==> config.mk <==
export PLATFORM = sky130hd
export DESIGN_NAME = exu_disp_oitf_flat
export DESIGN_NICKNAME = d
export VERILOG_FILES = /design/src/rtl/exu_disp_oitf_if.sv /design/src/rtl/exu_disp_oitf.sv /design/src/flat_wrapper.sv
export SDC_FILE = /design/constraint.sdc
export NUM_CORES = 1
export LEC_CHECK = 0
export CORE_ASPECT_RATIO = 0.9
export CORE_MARGIN = 2
export CORE_UTILIZATION = 50
export DETAILED_ROUTE_END_ITERATION = 10
export PLACE_DENSITY = 0.74
export REMOVE_ABC_BUFFERS = 1
export SLEW_MARGIN = 30
export SYNTH_ARGS = -nofsm -noshare
export SYNTH_HDL_FRONTEND = slang
export SYNTH_SLANG_ARGS = --single-unit
==> constraint.sdc <==
create_clock -name clk -period 17.4 [get_ports clk]
set_clock_uncertainty 0.05 [all_clocks]
set_input_delay 4.35 -clock clk [delete_from_list [all_inputs] [get_ports clk]]
set_output_delay 4.35 -clock clk [all_outputs]
set_load 0.1 [all_outputs]
==> src/rtl/exu_disp_oitf_if.sv <==
// ---------------------------------------------------------------------------
// exu_disp_oitf_if
// Bundles the dispatch, ALU and long-pipe retire signals of exu_disp_oitf.
//   master : decode/ALU/writeback side (drives disp_i_*, alu ready, ret_ena)
//   slave  : the dispatch stage itself
// Signals:
//   disp_i_valid/ready      decode -> dispatch handshake
//   disp_i_rs1en/rs2en/rdwen, disp_i_rs1idx/rs2idx/rdidx, disp_i_pc, disp_i_longp
//   disp_o_alu_valid/ready  dispatch -> ALU handshake, disp_o_alu_itag entry tag
//   ret_ena                 long-pipe writeback retires the oldest entry
//   ret_rdwen/rdidx/pc/itag contents of the oldest entry
// ---------------------------------------------------------------------------
interface exu_disp_oitf_if #(
  parameter int OITF_DEPTH = 4,
  parameter int RFIDX_W    = 5,
  parameter int PC_W       = 32,
  localparam int ITAG_W    = $clog2(OITF_DEPTH)
);
  logic               disp_i_valid;
  logic               disp_i_ready;
  logic               disp_i_rs1en;
  logic               disp_i_rs2en;
  logic               disp_i_rdwen;
  logic [RFIDX_W-1:0] disp_i_rs1idx;
  logic [RFIDX_W-1:0] disp_i_rs2idx;
  logic [RFIDX_W-1:0] disp_i_rdidx;
  logic [PC_W-1:0]    disp_i_pc;
  logic               disp_i_longp;
  logic               disp_o_alu_valid;
  logic               disp_o_alu_ready;
  logic [ITAG_W-1:0]  disp_o_alu_itag;
  logic               ret_ena;
  logic               ret_rdwen;
  logic [RFIDX_W-1:0] ret_rdidx;
  logic [PC_W-1:0]    ret_pc;
  logic [ITAG_W-1:0]  ret_itag;

  modport master (
    output disp_i_valid, disp_i_rs1en, disp_i_rs2en, disp_i_rdwen,
           disp_i_rs1idx, disp_i_rs2idx, disp_i_rdidx, disp_i_pc, disp_i_longp,
           disp_o_alu_ready, ret_ena,
    input  disp_i_ready, disp_o_alu_valid, disp_o_alu_itag,
           ret_rdwen, ret_rdidx, ret_pc, ret_itag
  );

  modport slave (
    input  disp_i_valid, disp_i_rs1en, disp_i_rs2en, disp_i_rdwen,
           disp_i_rs1idx, disp_i_rs2idx, disp_i_rdidx, disp_i_pc, disp_i_longp,
           disp_o_alu_ready, ret_ena,
    output disp_i_ready, disp_o_alu_valid, disp_o_alu_itag,
           ret_rdwen, ret_rdidx, ret_pc, ret_itag
  );
endinterface

==> src/rtl/exu_disp_oitf.sv <==
// ---------------------------------------------------------------------------
// exu_disp_oitf
// Dispatch stage with an integrated Outstanding Instruction Track FIFO.
// Every instruction goes straight (combinationally) to the ALU; long-pipe ops
// additionally take an in-order OITF entry that lives until long-pipe
// writeback retires it. Dispatch stalls on RAW/WAW hazards against any live
// entry, on flush, and when a long-pipe op meets a full OITF.
// Ports:
//   clk, rst            clock, asynchronous active-high reset
//   bus (slave)         dispatch / ALU / retire signals (exu_disp_oitf_if)
//   flush               synchronous kill of all outstanding entries
//   oitf_empty/full     occupancy flags
//   oitf_cnt            number of live entries (ITAG_W+1 bits)
// ---------------------------------------------------------------------------
module exu_disp_oitf #(
  parameter int OITF_DEPTH = 4,
  parameter int RFIDX_W    = 5,
  parameter int PC_W       = 32,
  localparam int ITAG_W    = $clog2(OITF_DEPTH)
) (
  input  logic              clk,
  input  logic              rst,
  exu_disp_oitf_if.slave    bus,
  input  logic              flush,
  output logic              oitf_empty,
  output logic              oitf_full,
  output logic [ITAG_W:0]   oitf_cnt
);

  localparam logic [ITAG_W:0] PTR_ONE = {{ITAG_W{1'b0}}, 1'b1};

  // Pointers carry one extra wrap bit so full and empty are distinguishable.
  logic [ITAG_W:0]     wptr_q, wptr_d;
  logic [ITAG_W:0]     rptr_q, rptr_d;
  logic [OITF_DEPTH-1:0] vld_q, vld_d;
  logic [OITF_DEPTH-1:0] rdwen_q, rdwen_d;
  logic [RFIDX_W-1:0]  rdidx_q [OITF_DEPTH];
  logic [RFIDX_W-1:0]  rdidx_d [OITF_DEPTH];
  logic [PC_W-1:0]     pc_q    [OITF_DEPTH];
  logic [PC_W-1:0]     pc_d    [OITF_DEPTH];

  logic [ITAG_W-1:0]   widx;
  logic [ITAG_W-1:0]   ridx;
  logic                raw;
  logic                waw;
  logic                cond;
  logic                alloc;
  logic                retire;

  assign widx       = wptr_q[ITAG_W-1:0];
  assign ridx       = rptr_q[ITAG_W-1:0];
  assign oitf_empty = (wptr_q == rptr_q);
  assign oitf_full  = (widx == ridx) && (wptr_q[ITAG_W] != rptr_q[ITAG_W]);
  assign oitf_cnt   = wptr_q - rptr_q;

  // Hazard scan over every live entry that writes a register. x0 is never a
  // dependency, so a zero index on either side cannot match.
  always_comb begin
    raw = 1'b0;
    waw = 1'b0;
    for (int i = 0; i < OITF_DEPTH; i++) begin
      if (vld_q[i] && rdwen_q[i]) begin
        if (bus.disp_i_rs1en && (bus.disp_i_rs1idx != '0) &&
            (rdidx_q[i] == bus.disp_i_rs1idx))
          raw = 1'b1;
        if (bus.disp_i_rs2en && (bus.disp_i_rs2idx != '0) &&
            (rdidx_q[i] == bus.disp_i_rs2idx))
          raw = 1'b1;
        if (bus.disp_i_rdwen && (bus.disp_i_rdidx != '0) &&
            (rdidx_q[i] == bus.disp_i_rdidx))
          waw = 1'b1;
      end
    end
  end

  // Full is taken from the current state only: a retire in the same cycle
  // does not open a slot for a long-pipe op until the next cycle.
  assign cond = ~raw & ~waw & ~flush & (bus.disp_i_longp ? ~oitf_full : 1'b1);

  assign bus.disp_o_alu_valid = bus.disp_i_valid & cond;
  assign bus.disp_i_ready     = cond & bus.disp_o_alu_ready;
  assign bus.disp_o_alu_itag  = widx;

  assign alloc  = bus.disp_o_alu_valid & bus.disp_o_alu_ready & bus.disp_i_longp;
  assign retire = bus.ret_ena & ~oitf_empty;

  assign bus.ret_rdwen = rdwen_q[ridx];
  assign bus.ret_rdidx = rdidx_q[ridx];
  assign bus.ret_pc    = pc_q[ridx];
  assign bus.ret_itag  = ridx;

  always_comb begin
    wptr_d  = wptr_q;
    rptr_d  = rptr_q;
    vld_d   = vld_q;
    rdwen_d = rdwen_q;
    rdidx_d = rdidx_q;
    pc_d    = pc_q;
    if (flush) begin
      // Flush wins over any alloc or retire in the same cycle.
      wptr_d = '0;
      rptr_d = '0;
      vld_d  = '0;
    end else begin
      if (alloc) begin
        vld_d[widx]   = 1'b1;
        rdwen_d[widx] = bus.disp_i_rdwen;
        rdidx_d[widx] = bus.disp_i_rdidx;
        pc_d[widx]    = bus.disp_i_pc;
        wptr_d        = wptr_q + PTR_ONE;
      end
      // Alloc and retire never target the same slot: that would need the
      // FIFO to be both full (alloc blocked) and non-empty at one index.
      if (retire) begin
        vld_d[ridx] = 1'b0;
        rptr_d      = rptr_q + PTR_ONE;
      end
    end
  end

  // State register: entry payload is reset too so the retire port shows a
  // clean entry 0 straight out of reset.
  always_ff @(posedge clk or posedge rst) begin
    if (rst) begin
      wptr_q  <= '0;
      rptr_q  <= '0;
      vld_q   <= '0;
      rdwen_q <= '0;
      for (int i = 0; i < OITF_DEPTH; i++) begin
        rdidx_q[i] <= '0;
        pc_q[i]    <= '0;
      end
    end else begin
      wptr_q  <= wptr_d;
      rptr_q  <= rptr_d;
      vld_q   <= vld_d;
      rdwen_q <= rdwen_d;
      rdidx_q <= rdidx_d;
      pc_q    <= pc_d;
    end
  end

endmodule

==> src/flat_wrapper.sv <==
// flat-port wrapper written by rule: the top's interface ports become plain ports
module exu_disp_oitf_flat 
#(
  parameter int OITF_DEPTH = 4,
  parameter int RFIDX_W    = 5,
  parameter int PC_W       = 32,
  localparam int ITAG_W    = $clog2(OITF_DEPTH)
)
  (clk, rst, flush, oitf_empty, oitf_full, oitf_cnt, bus_disp_i_valid, bus_disp_i_rs1en, bus_disp_i_rs2en, bus_disp_i_rdwen, bus_disp_i_rs1idx, bus_disp_i_rs2idx, bus_disp_i_rdidx, bus_disp_i_pc, bus_disp_i_longp, bus_disp_o_alu_ready, bus_ret_ena, bus_disp_i_ready, bus_disp_o_alu_valid, bus_disp_o_alu_itag, bus_ret_rdwen, bus_ret_rdidx, bus_ret_pc, bus_ret_itag);
  exu_disp_oitf_if #(.OITF_DEPTH(OITF_DEPTH), .RFIDX_W(RFIDX_W), .PC_W(PC_W)) bus_i ();
  input  logic clk;
  input  logic rst;
  input  logic flush;
  output logic oitf_empty;
  output logic oitf_full;
  output logic [ITAG_W:0] oitf_cnt;
  input wire logic [$bits(bus_i.disp_i_valid)-1:0] bus_disp_i_valid;
  input wire logic [$bits(bus_i.disp_i_rs1en)-1:0] bus_disp_i_rs1en;
  input wire logic [$bits(bus_i.disp_i_rs2en)-1:0] bus_disp_i_rs2en;
  input wire logic [$bits(bus_i.disp_i_rdwen)-1:0] bus_disp_i_rdwen;
  input wire logic [$bits(bus_i.disp_i_rs1idx)-1:0] bus_disp_i_rs1idx;
  input wire logic [$bits(bus_i.disp_i_rs2idx)-1:0] bus_disp_i_rs2idx;
  input wire logic [$bits(bus_i.disp_i_rdidx)-1:0] bus_disp_i_rdidx;
  input wire logic [$bits(bus_i.disp_i_pc)-1:0] bus_disp_i_pc;
  input wire logic [$bits(bus_i.disp_i_longp)-1:0] bus_disp_i_longp;
  input wire logic [$bits(bus_i.disp_o_alu_ready)-1:0] bus_disp_o_alu_ready;
  input wire logic [$bits(bus_i.ret_ena)-1:0] bus_ret_ena;
  output wire logic [$bits(bus_i.disp_i_ready)-1:0] bus_disp_i_ready;
  output wire logic [$bits(bus_i.disp_o_alu_valid)-1:0] bus_disp_o_alu_valid;
  output wire logic [$bits(bus_i.disp_o_alu_itag)-1:0] bus_disp_o_alu_itag;
  output wire logic [$bits(bus_i.ret_rdwen)-1:0] bus_ret_rdwen;
  output wire logic [$bits(bus_i.ret_rdidx)-1:0] bus_ret_rdidx;
  output wire logic [$bits(bus_i.ret_pc)-1:0] bus_ret_pc;
  output wire logic [$bits(bus_i.ret_itag)-1:0] bus_ret_itag;
  assign bus_i.disp_i_valid = bus_disp_i_valid;
  assign bus_i.disp_i_rs1en = bus_disp_i_rs1en;
  assign bus_i.disp_i_rs2en = bus_disp_i_rs2en;
  assign bus_i.disp_i_rdwen = bus_disp_i_rdwen;
  assign bus_i.disp_i_rs1idx = bus_disp_i_rs1idx;
  assign bus_i.disp_i_rs2idx = bus_disp_i_rs2idx;
  assign bus_i.disp_i_rdidx = bus_disp_i_rdidx;
  assign bus_i.disp_i_pc = bus_disp_i_pc;
  assign bus_i.disp_i_longp = bus_disp_i_longp;
  assign bus_i.disp_o_alu_ready = bus_disp_o_alu_ready;
  assign bus_i.ret_ena = bus_ret_ena;
  assign bus_disp_i_ready = bus_i.disp_i_ready;
  assign bus_disp_o_alu_valid = bus_i.disp_o_alu_valid;
  assign bus_disp_o_alu_itag = bus_i.disp_o_alu_itag;
  assign bus_ret_rdwen = bus_i.ret_rdwen;
  assign bus_ret_rdidx = bus_i.ret_rdidx;
  assign bus_ret_pc = bus_i.ret_pc;
  assign bus_ret_itag = bus_i.ret_itag;
  exu_disp_oitf #(.OITF_DEPTH(OITF_DEPTH), .RFIDX_W(RFIDX_W), .PC_W(PC_W)) u_core (.clk(clk), .rst(rst), .bus(bus_i), .flush(flush), .oitf_empty(oitf_empty), .oitf_full(oitf_full), .oitf_cnt(oitf_cnt));
endmodule
After elaboration in Yosys (flattened, before gate mapping)
Cells that the tools add are included.
- register bits after elaboration: 162
- output and inout bits: 49
- bits of input ports: 57
- multiplexer cells: 48
- reductions and logical operators: 29
- equality and inequality tests: 15
- bitwise gates (word level): 18
- add/subtract/negate cells: 3
- order comparisons: 7
- operators by type and width (operator ; number):
    $bwmux 128 ; 1
    $mux 32 ; 3
    $bmux 32 s2 ; 1
    $demux 32 s2 ; 1
    $eq 5x5->1 ; 12
    $mux 1 ; 24
    $logic_and 1x1->1 ; 23
    $bwmux 20 ; 1
    $mux 4 ; 4
    $mux 5 ; 3
    $reduce_bool 5->1 ; 3
    $mux 3 ; 4
    $bmux 5 s2 ; 1
    $demux 5 s2 ; 1
    $and 1x1->1 ; 8
    $add 3x1->3 const B ; 2
    $ge 3x3->1 const B ; 2
    $lt 2x3->1 const B ; 2
    $not 2->3 ; 2
    $not 1->1 ; 5
    $and 4x4->4 ; 1
    $bwmux 4 ; 1
    $demux 1 s2 ; 2
    $ge 2x1->1 const B ; 2
    10 further kinds ; 11

Depth between registers and ports, before layout
Gate-level depths: netlist of run 1.
- depth after elaboration: 27
- mapped depth: 13
- gate-level depth less buffers: 9

Worst setup path after synthesis of run 1
No wires, ideal clock.
- path type: input -> output
- start point: input port bus_disp_i_rs1idx[3]
- end point: output port bus_disp_i_ready
- slack: 6.324 ns
- data arrival time: 6.676 ns
- buffers on the path: 2
- required time: 13.000 ns
- stages: 8
- cells stage by stage: buf_4 -> or4_4 -> o21ai_2 -> o21ai_0 -> or3_1 -> buf_6 -> nor3_1 -> and2_1
- word-level cells in the longest chain between the ends: 20
- elaborated cells between the ends (all ways): 27
- RTL lines (element ; RTL line ; RTL):
    start, declared ; flat_wrapper.sv:21 ; input wire logic [$bits(bus_i.disp_i_rs1idx)-1:0] bus_disp_i_rs1idx;
    $reduce_bool 5->1 ; exu_disp_oitf.sv:63 ; if (bus.disp_i_rs1en && (bus.disp_i_rs1idx != '0) &&
    $logic_and 1x1->1 (2 in a row) ; exu_disp_oitf.sv:63 ;
    $mux 1 ; exu_disp_oitf.sv:63 ;
    $mux 1 ; exu_disp_oitf.sv:66 ; if (bus.disp_i_rs2en && (bus.disp_i_rs2idx != '0) &&
    $mux 1 ; exu_disp_oitf.sv:62 ; if (vld_q[i] && rdwen_q[i]) begin
    $mux 1 ; exu_disp_oitf.sv:63 ;
    $mux 1 ; exu_disp_oitf.sv:66 ;
    $mux 1 ; exu_disp_oitf.sv:62 ;
    $mux 1 ; exu_disp_oitf.sv:63 ;
    $mux 1 ; exu_disp_oitf.sv:66 ;
    $mux 1 ; exu_disp_oitf.sv:62 ;
    $mux 1 ; exu_disp_oitf.sv:63 ;
    $mux 1 ; exu_disp_oitf.sv:66 ;
    $mux 1 * ; exu_disp_oitf.sv:62 ;
    $not 1->1 * ; exu_disp_oitf.sv:78 ; assign cond = ~raw & ~waw & ~flush & (bus.disp_i_longp ? ~oitf_full : 1'b1);
    $and 1x1->1 * (3 in a row) ; exu_disp_oitf.sv:78 ;
    $and 1x1->1 * ; exu_disp_oitf.sv:81 ; assign bus.disp_i_ready = cond & bus.disp_o_alu_ready;
    end, declared ; flat_wrapper.sv:28 ; output wire logic [$bits(bus_i.disp_i_ready)-1:0] bus_disp_i_ready;
Mark *: on every way between the ends. The rest lies on a longest branch, timed or not.

Final worst setup path of run 1
Ends and elaborated chain as after synthesis.

==> impl_results.md, run 1 <==
- Final setup viols: 0
- H-tree levels: 4
- Vias in the first global route: 5367
- CTS Buf Count: 17
- Cell Area, Synth: 8290 um^2
- Period utilization: 70.7%
- Fin. Hold Viols: 0
- Sequential cell area: 4060 um^2
- Worst EP required: 13000 ps
- Leakage power: 4.39 nW
- Crit-path max FO: 6
- Clock tree buffer depth: 2
- IO Count: 106
- Pins Over Slew Limit: 0
- DP Worst Slack: 5110 ps
- Sequence of cells on the critical path: clkdlybuf4s50_1 > or4_4 > o21ai_2 > o21ai_0 > or3_1 > nor3_1 > and2_1 > clkdlybuf4s50_1
- Max Cap Violations: 0
- Reg power frac: 34.2%
- Die W: 140 um
- Initial DRC Count: 249
- Nets: 708
- Clk pwr share: 30.0%
- Post-Syn Area per Cell: 14.9 um^2
- Setup Buffers After CTS: 0
- Row count: 44
- GRT Overall Usage: 21.2%
- Congestion Overflow GR: 0
- Synth warnings: 0
- CTS sink count: 162
- Peak Freq: 0.0812 GHz
- Die area: 17600 um^2
- Ant diodes: 0
- Area Growth Syn to Fin: 20.8%
- Relative slew slack: 32.5%
- Pin count of the biggest net entering global routing: 110
- Setup crit end kind: output port
- DR pass1 iterations: 4
- Share of layout cells above drive strength 1: 35.5%
- Critical path type: input pin to output port
- Number of distinct library cells after synthesis: 41
- Tmin final: 12310 ps
- Seq/Total Area, Yosys: 48.9%
- Worst EP arrival: 7910 ps
- Multi-input gate area: 3900 um^2
- Core area: 16200 um^2
- Critical-path top delay cell: clkdlybuf4s50_1
- HPWL Detailed: 11000 um
- RSZ-0062 raised after global routing: no
- Clock transition at path regs: 60 ps
- Setup total negative slack: 0 ps
- Power per standard cell area: 132 nW/um^2
- Peak VDD IR: 0.0991 mV
- Cells after Synth: 556
- CP bufs+invs: 2
- Drt wl/cell: 20.7 um
- Clock latency on the worst-skew pair: 420 ps
- Internal power: 825 uW
- Async SR Flop Fraction: 100%
- ANT nets after route: 0
- Crit path top cell by count: clkdlybuf4s50_1
- NetSw: 495 uW
- Post-cts gate resize count: 0
- Fillcell total: 1232
- CTS root buf: clkbuf_16
- Vias: 4845
- CP peak stage delay: 1120 ps
- GP Congestion: 0.849
- First-pass GRT wire length: 29200 um
- Final core utilization: 61.8%
- Worst slew pin tran: 1010 ps
- Startpoint types: input pin
- Initial antenna violation count: 0
- IO Port Bufs: 105
- Status: complete, no violations
- Initial core utilization: 51.2%
- Hold-fix buffers, CTS: 0
- Combinational Power Share: 35.8%
- CTS tree: built
- Synth Register Bits: 162
- Die outline height: 126 um
- Cell family with most CP delay: buffers and inverters
- Number of synthesized flops with an enable pin: 0
- Drc violations: 0
- Ys flop type: dfrtp_1
- Routed wire length: 17800 um
- Hold Crit Class: register to register
- Vias per cell: 5.63
- Switch share: 37.5%
- Final worst setup slack: 5090 ps
synth_stat cells (2+ instances only):
library cell  number  area, um^2
mux2i_1            3        30.0
inv_1              7        26.3
o21ai_0            2        10.0
mux2_4            27         405
mux2_1            11         124
xor2_1            40         350
mux2_2           115        1290
buf_1              5        18.8
buf_6              5        56.3
a21oi_1            6        30.0
dfrtp_1          162        4050
buf_2              2        10.0
and3_1             2        12.5
nand2_1            7        26.3
or4_1              2        15.0
nor4_1            11        68.8
and2_1             2        12.5
nand2b_1           2        12.5
xnor2_1           24         210
clkbuf_1          17        63.8
nor2_1             5        18.8
buf_8              3        45.0
nor4_4             4        85.1
mux4_2            38         856
o21a_1             4        30.0
buf_4             15         113
nor3_1             2        10.0
ha_1              10         125
nand4_1           11        68.8
cells in the final DEF, fill, tap and decap left out, drive strengths merged, types with 3 or more instances in the layout:
cell,count
bufinv,3
mux2,153
nor2,5
inv,8
buf,10
a21oi,6
nand4,11
mux2i,3
or4,3
nor4,15
nand2,7
clkdlybuf4s50,103
ha,10
o21a,4
xor2,40
dfrtp,162
mux4,38
clkbuf,25
clkinv,3
o21ai,4
xnor2,24
cell families after synthesis:
logic type	Yosys count	share of synthesized area (%)
xor+xnor	64	6.76
compound gates	17	1.34
buf+inv	55	4.08
mux	194	32.7
flops	162	48.9
fa+ha+maj	11	1.75
simple gates	53	4.45
flip-flops by register name, indices dropped and copies added (netlist names):
register	count
u_core.rdidx_q	20
u_core.rdwen_q	4
u_core.wptr_q	3
u_core.rptr_q	3
u_core.vld_q	4
u_core.pc_q	128
per-stage QoR:
step                      total power [mW]  std cells  instance area, um^2  hold WS, ps
final                                 1.32        860                10000          436
after global placement               0.923        827                 9350          412
after CTS                             1.33        859                 9990          438
after detailed placement             0.930        827                 9350          425
after floorplan                      0.819        508                 7980          402
after global routing                  1.37        860                10000          463
worst register-to-register path, cell delays in order (launching register included):
cell	delay [ps]
dfrtp_1	440
inv_1	110
ha_1	310
nand2_1	70
nor2_1	40
a21oi_1	210
o21ai_0	120
or3_1	500
nor4_4	330
buf_4	610
mux2_2	450
power by group through the flow:
stage               Sequential (mW)  Clock [mW]  Combinational (mW)
finish                        0.451       0.396               0.472
global route                  0.456       0.420               0.490
CTS                           0.451       0.405               0.475
detailed placement            0.457           0               0.472
global placement              0.453           0               0.470
floorplan                     0.457           0               0.362
path summary, 6_finish.rpt:
| check | startpoint | endpoint | slack [ps] | cells past startpoint |
|---|---|---|---|---|
| max in group asynchronous | rst | u_core.rptr_q[1] | 11710 | 3 |
| worst max-delay path | bus_disp_i_rs1idx[3] | bus_disp_i_ready | 5090 | 8 |
| worst min-delay path | u_core.pc_q[60] | u_core.pc_q[60] | 440 | 1 |
| worst min register to register | u_core.pc_q[60] | u_core.pc_q[60] | 440 | 1 |
| min in group asynchronous | rst | u_core.pc_q[11] | 4410 | 2 |
| worst max register to register | u_core.wptr_q[0] | u_core.pc_q[103] | 14040 | 10 |
metal layers:
metal / vias up / track usage, % / share of wire [%]
li1: 2173 / - / -
met1: 2530 / 28.9 / 46
met2: 123 / 33.2 / 47
met3: 19 / 6.35 / 6.0
met4: 0 / 6.29 / 1.6
met5: - / 0 / 0
cell type report:
| type | count | area share, % |
|---|---|---|
| sequential | 162 | 40.5 |
| multi-input combinational | 339 | 38.9 |
| inverter | 7 | 0.338 |
| clock inverter | 7 | 1.18 |
| tap | 207 | 2.59 |
| clock buffer | 25 | 5.25 |
| timing repair buffer | 113 | 11.2 |
No activity file was read; power rests on OpenSTA's default activity.
==> run 2, diff against run 1 <==
==> constraint.sdc (replaced) <==
create_clock -name clk -period 12.7 [get_ports clk]
set_clock_uncertainty 0.05 [all_clocks]
set_input_delay 3.175 -clock clk [delete_from_list [all_inputs] [get_ports clk]]
set_output_delay 3.175 -clock clk [all_outputs]
set_load 0.1 [all_outputs]
==> run 2 against run 1 <==
  * Sequential cell count did not move
  * Sequential share of layout area rose by 0.071 points
  * Non-clock buffer count fell by 1
  * Count of clock-buffer cells in the layout fell by 5
  * Sequential power rose by 37%
  * Register-to-register slack got worse by 4800 ps
  * Combinational power rose by 36%
  * First-iteration DRC count rose by 12%
  * Global-route usage rose by 0.44 points
  * Via count rose by 0.25%
  * Core utilization fell by 0.11 points
  * Worst setup slack got worse by 2300 ps
==> impl_results.md, run 2 (same netlist as run 1, synthesis figures left out) <==
- Largest register by flop count: u_core.pc_q
- Internal power: 1.14 mW
- Reg power frac: 33.8%
- Drt wl/cell: 20.8 um
- H-tree levels: 4
- Area Growth Syn to Fin: 20.6%
- Dpl cells: 827
- Max Cap Violations: 0
- Die area: 17600 um^2
- Vias per cell: 5.65
- CTS Buf Count: 17
- WHS: 442 ps
- CTS root buf: clkbuf_16
- Peak Freq: 0.100 GHz
- Clock tree buffer depth: 2
- Setup crit end kind: output port
- Pin count of the biggest net entering global routing: 110
- Hold-fix buffers, CTS: 0
- Initial antenna violation count: 1
- Most frequent cells in the layout: dfrtp_1, mux2_2, clkdlybuf4s50_1
- Pins Over Slew Limit: 0
- IO Count: 106
- Ant diodes: 0
- Period utilization: 78.4%
- Tmin final: 9950 ps
- GRT Overall Usage: 21.6%
- Die outline height: 126 um
- Routed wire length: 17900 um
- Initial DRC Count: 278
- CP peak stage delay: 1120 ps
- Startpoint types: input pin
- Worst EP required: 9470 ps
- Setup total negative slack: 0 ps
- Final setup viols: 0
- IO Port Bufs: 105
- Critical path type: input pin to output port
- Die W: 140 um
- Peak VDD IR: 0.132 mV
- Crit path top cell by count: clkdlybuf4s50_1
- ANT nets after route: 0
- Top Registers: u_core.pc_q: 128 flops, u_core.rdidx_q: 20 flops
- Leading cell type in the layout, fill and taps excluded: dfrtp_1
- Status: complete, no violations
- Max FFs per register: 128
- Drc violations: 0
- Clock latency on the worst-skew pair: 420 ps
- Vias: 4857
- Critical-path top delay cell: clkdlybuf4s50_1
- Share of layout cells above drive strength 1: 35.6%
- Nets: 707
- Fin. Hold Viols: 0
- Setup Buffers After CTS: 0
- Final core utilization: 61.7%
- Crit-path max FO: 6
- Worst EP arrival: 6730 ps
- Clock transition at path regs: 60 ps
- Power per standard cell area: 183 nW/um^2
- Row count: 44
- CTS tree: built
- Vias in the first global route: 5383
- HPWL Detailed: 11000 um
- CTS sink count: 162
- Congestion Overflow GR: 0
- Hold Crit Class: register to register
- GP Congestion: 0.849
- Post-cts gate resize count: 0
- Initial core utilization: 51.2%
- RSZ-0062 raised after global routing: no
- Combinational Power Share: 35.2%
- First-pass GRT wire length: 29600 um
- Post-route insts no fill: 859
- Worst slew pin tran: 1010 ps
- Switch share: 37.6%
- Clk pwr share: 31.0%
- NetSw: 687 uW
- Leakage power: 4.38 nW
- Total power: 1.83 mW
- DR pass1 iterations: 4
- Relative slew slack: 32.3%
- Sequence of cells on the critical path: clkdlybuf4s50_1 > or4_4 > o21ai_2 > o21ai_0 > or3_1 > nor3_1 > and2_1 > clkdlybuf4s50_1
- Core area: 16200 um^2
## run 2: changes by cell type in the layout (fill, tap and decap cells not counted), sizes merged
cell           previous run  this run
clkdlybuf4s50           103       102
clkinvlp                  0         2
buf                      10         9
clkbuf                   25        21
inv                       8         9
bufinv                    3         5
## run 2: cell type report
cell class              count  area [um^2]
fillers                  1248         6190
flip-flops and latches    162         4060
multi-input cells         339         3900
repair buffers            112         1090
clock buffers              20          457
well taps                 207          259
clock inverters            12          201
inverters                   7         33.8
## run 2: power groups by stage
stage / clock (mW) / sequential [mW] / combinational, mW
floorplan: 0 / 0.626 / 0.496
finish: 0.567 / 0.618 / 0.642
CTS: 0.579 / 0.618 / 0.651
global placement: 0 / 0.621 / 0.643
detailed placement: 0 / 0.626 / 0.648
global route: 0.602 / 0.625 / 0.670
## run 2: worst paths after layout
check                                     start  depth (start not counted)  slack, ps                to
max                        bus_disp_i_rs1idx[3]                          8       2750  bus_disp_i_ready
min                             u_core.pc_q[59]                          1        440   u_core.pc_q[59]
max reg2reg                    u_core.wptr_q[0]                         10       9280  u_core.pc_q[124]
min reg2reg                     u_core.pc_q[59]                          1        440   u_core.pc_q[59]
max in group asynchronous                   rst                          3       8190  u_core.rptr_q[0]
min in group asynchronous                   rst                          2       3230   u_core.pc_q[43]
## run 2: critical path, delay by kind of cell
family | cells | cell delay, ps
AO/OA/AOI/OAI | 2 | 310
buffers and inverters | 2 | 1670
AND/OR/NAND/NOR | 4 | 1570
## run 2: metal layers
layer	share of wire (%)	GRT usage (%)	up-vias
li1	-	-	2180
met1	45	29.4	2528
met2	47	33.6	122
met3	6.0	6.96	25
met4	1.7	6.41	2
met5	0.056	0	-
## run 2: metrics by stage
stage | setup slack, ps | instance area, um^2
2_1_floorplan | 4030 | 7980
3_3_place_gp | 2840 | 9350
3_5_place_dp | 2770 | 9350
4_1_cts | 2760 | 10000
5_1_grt | 2570 | 9990
6_report | 2750 | 9990
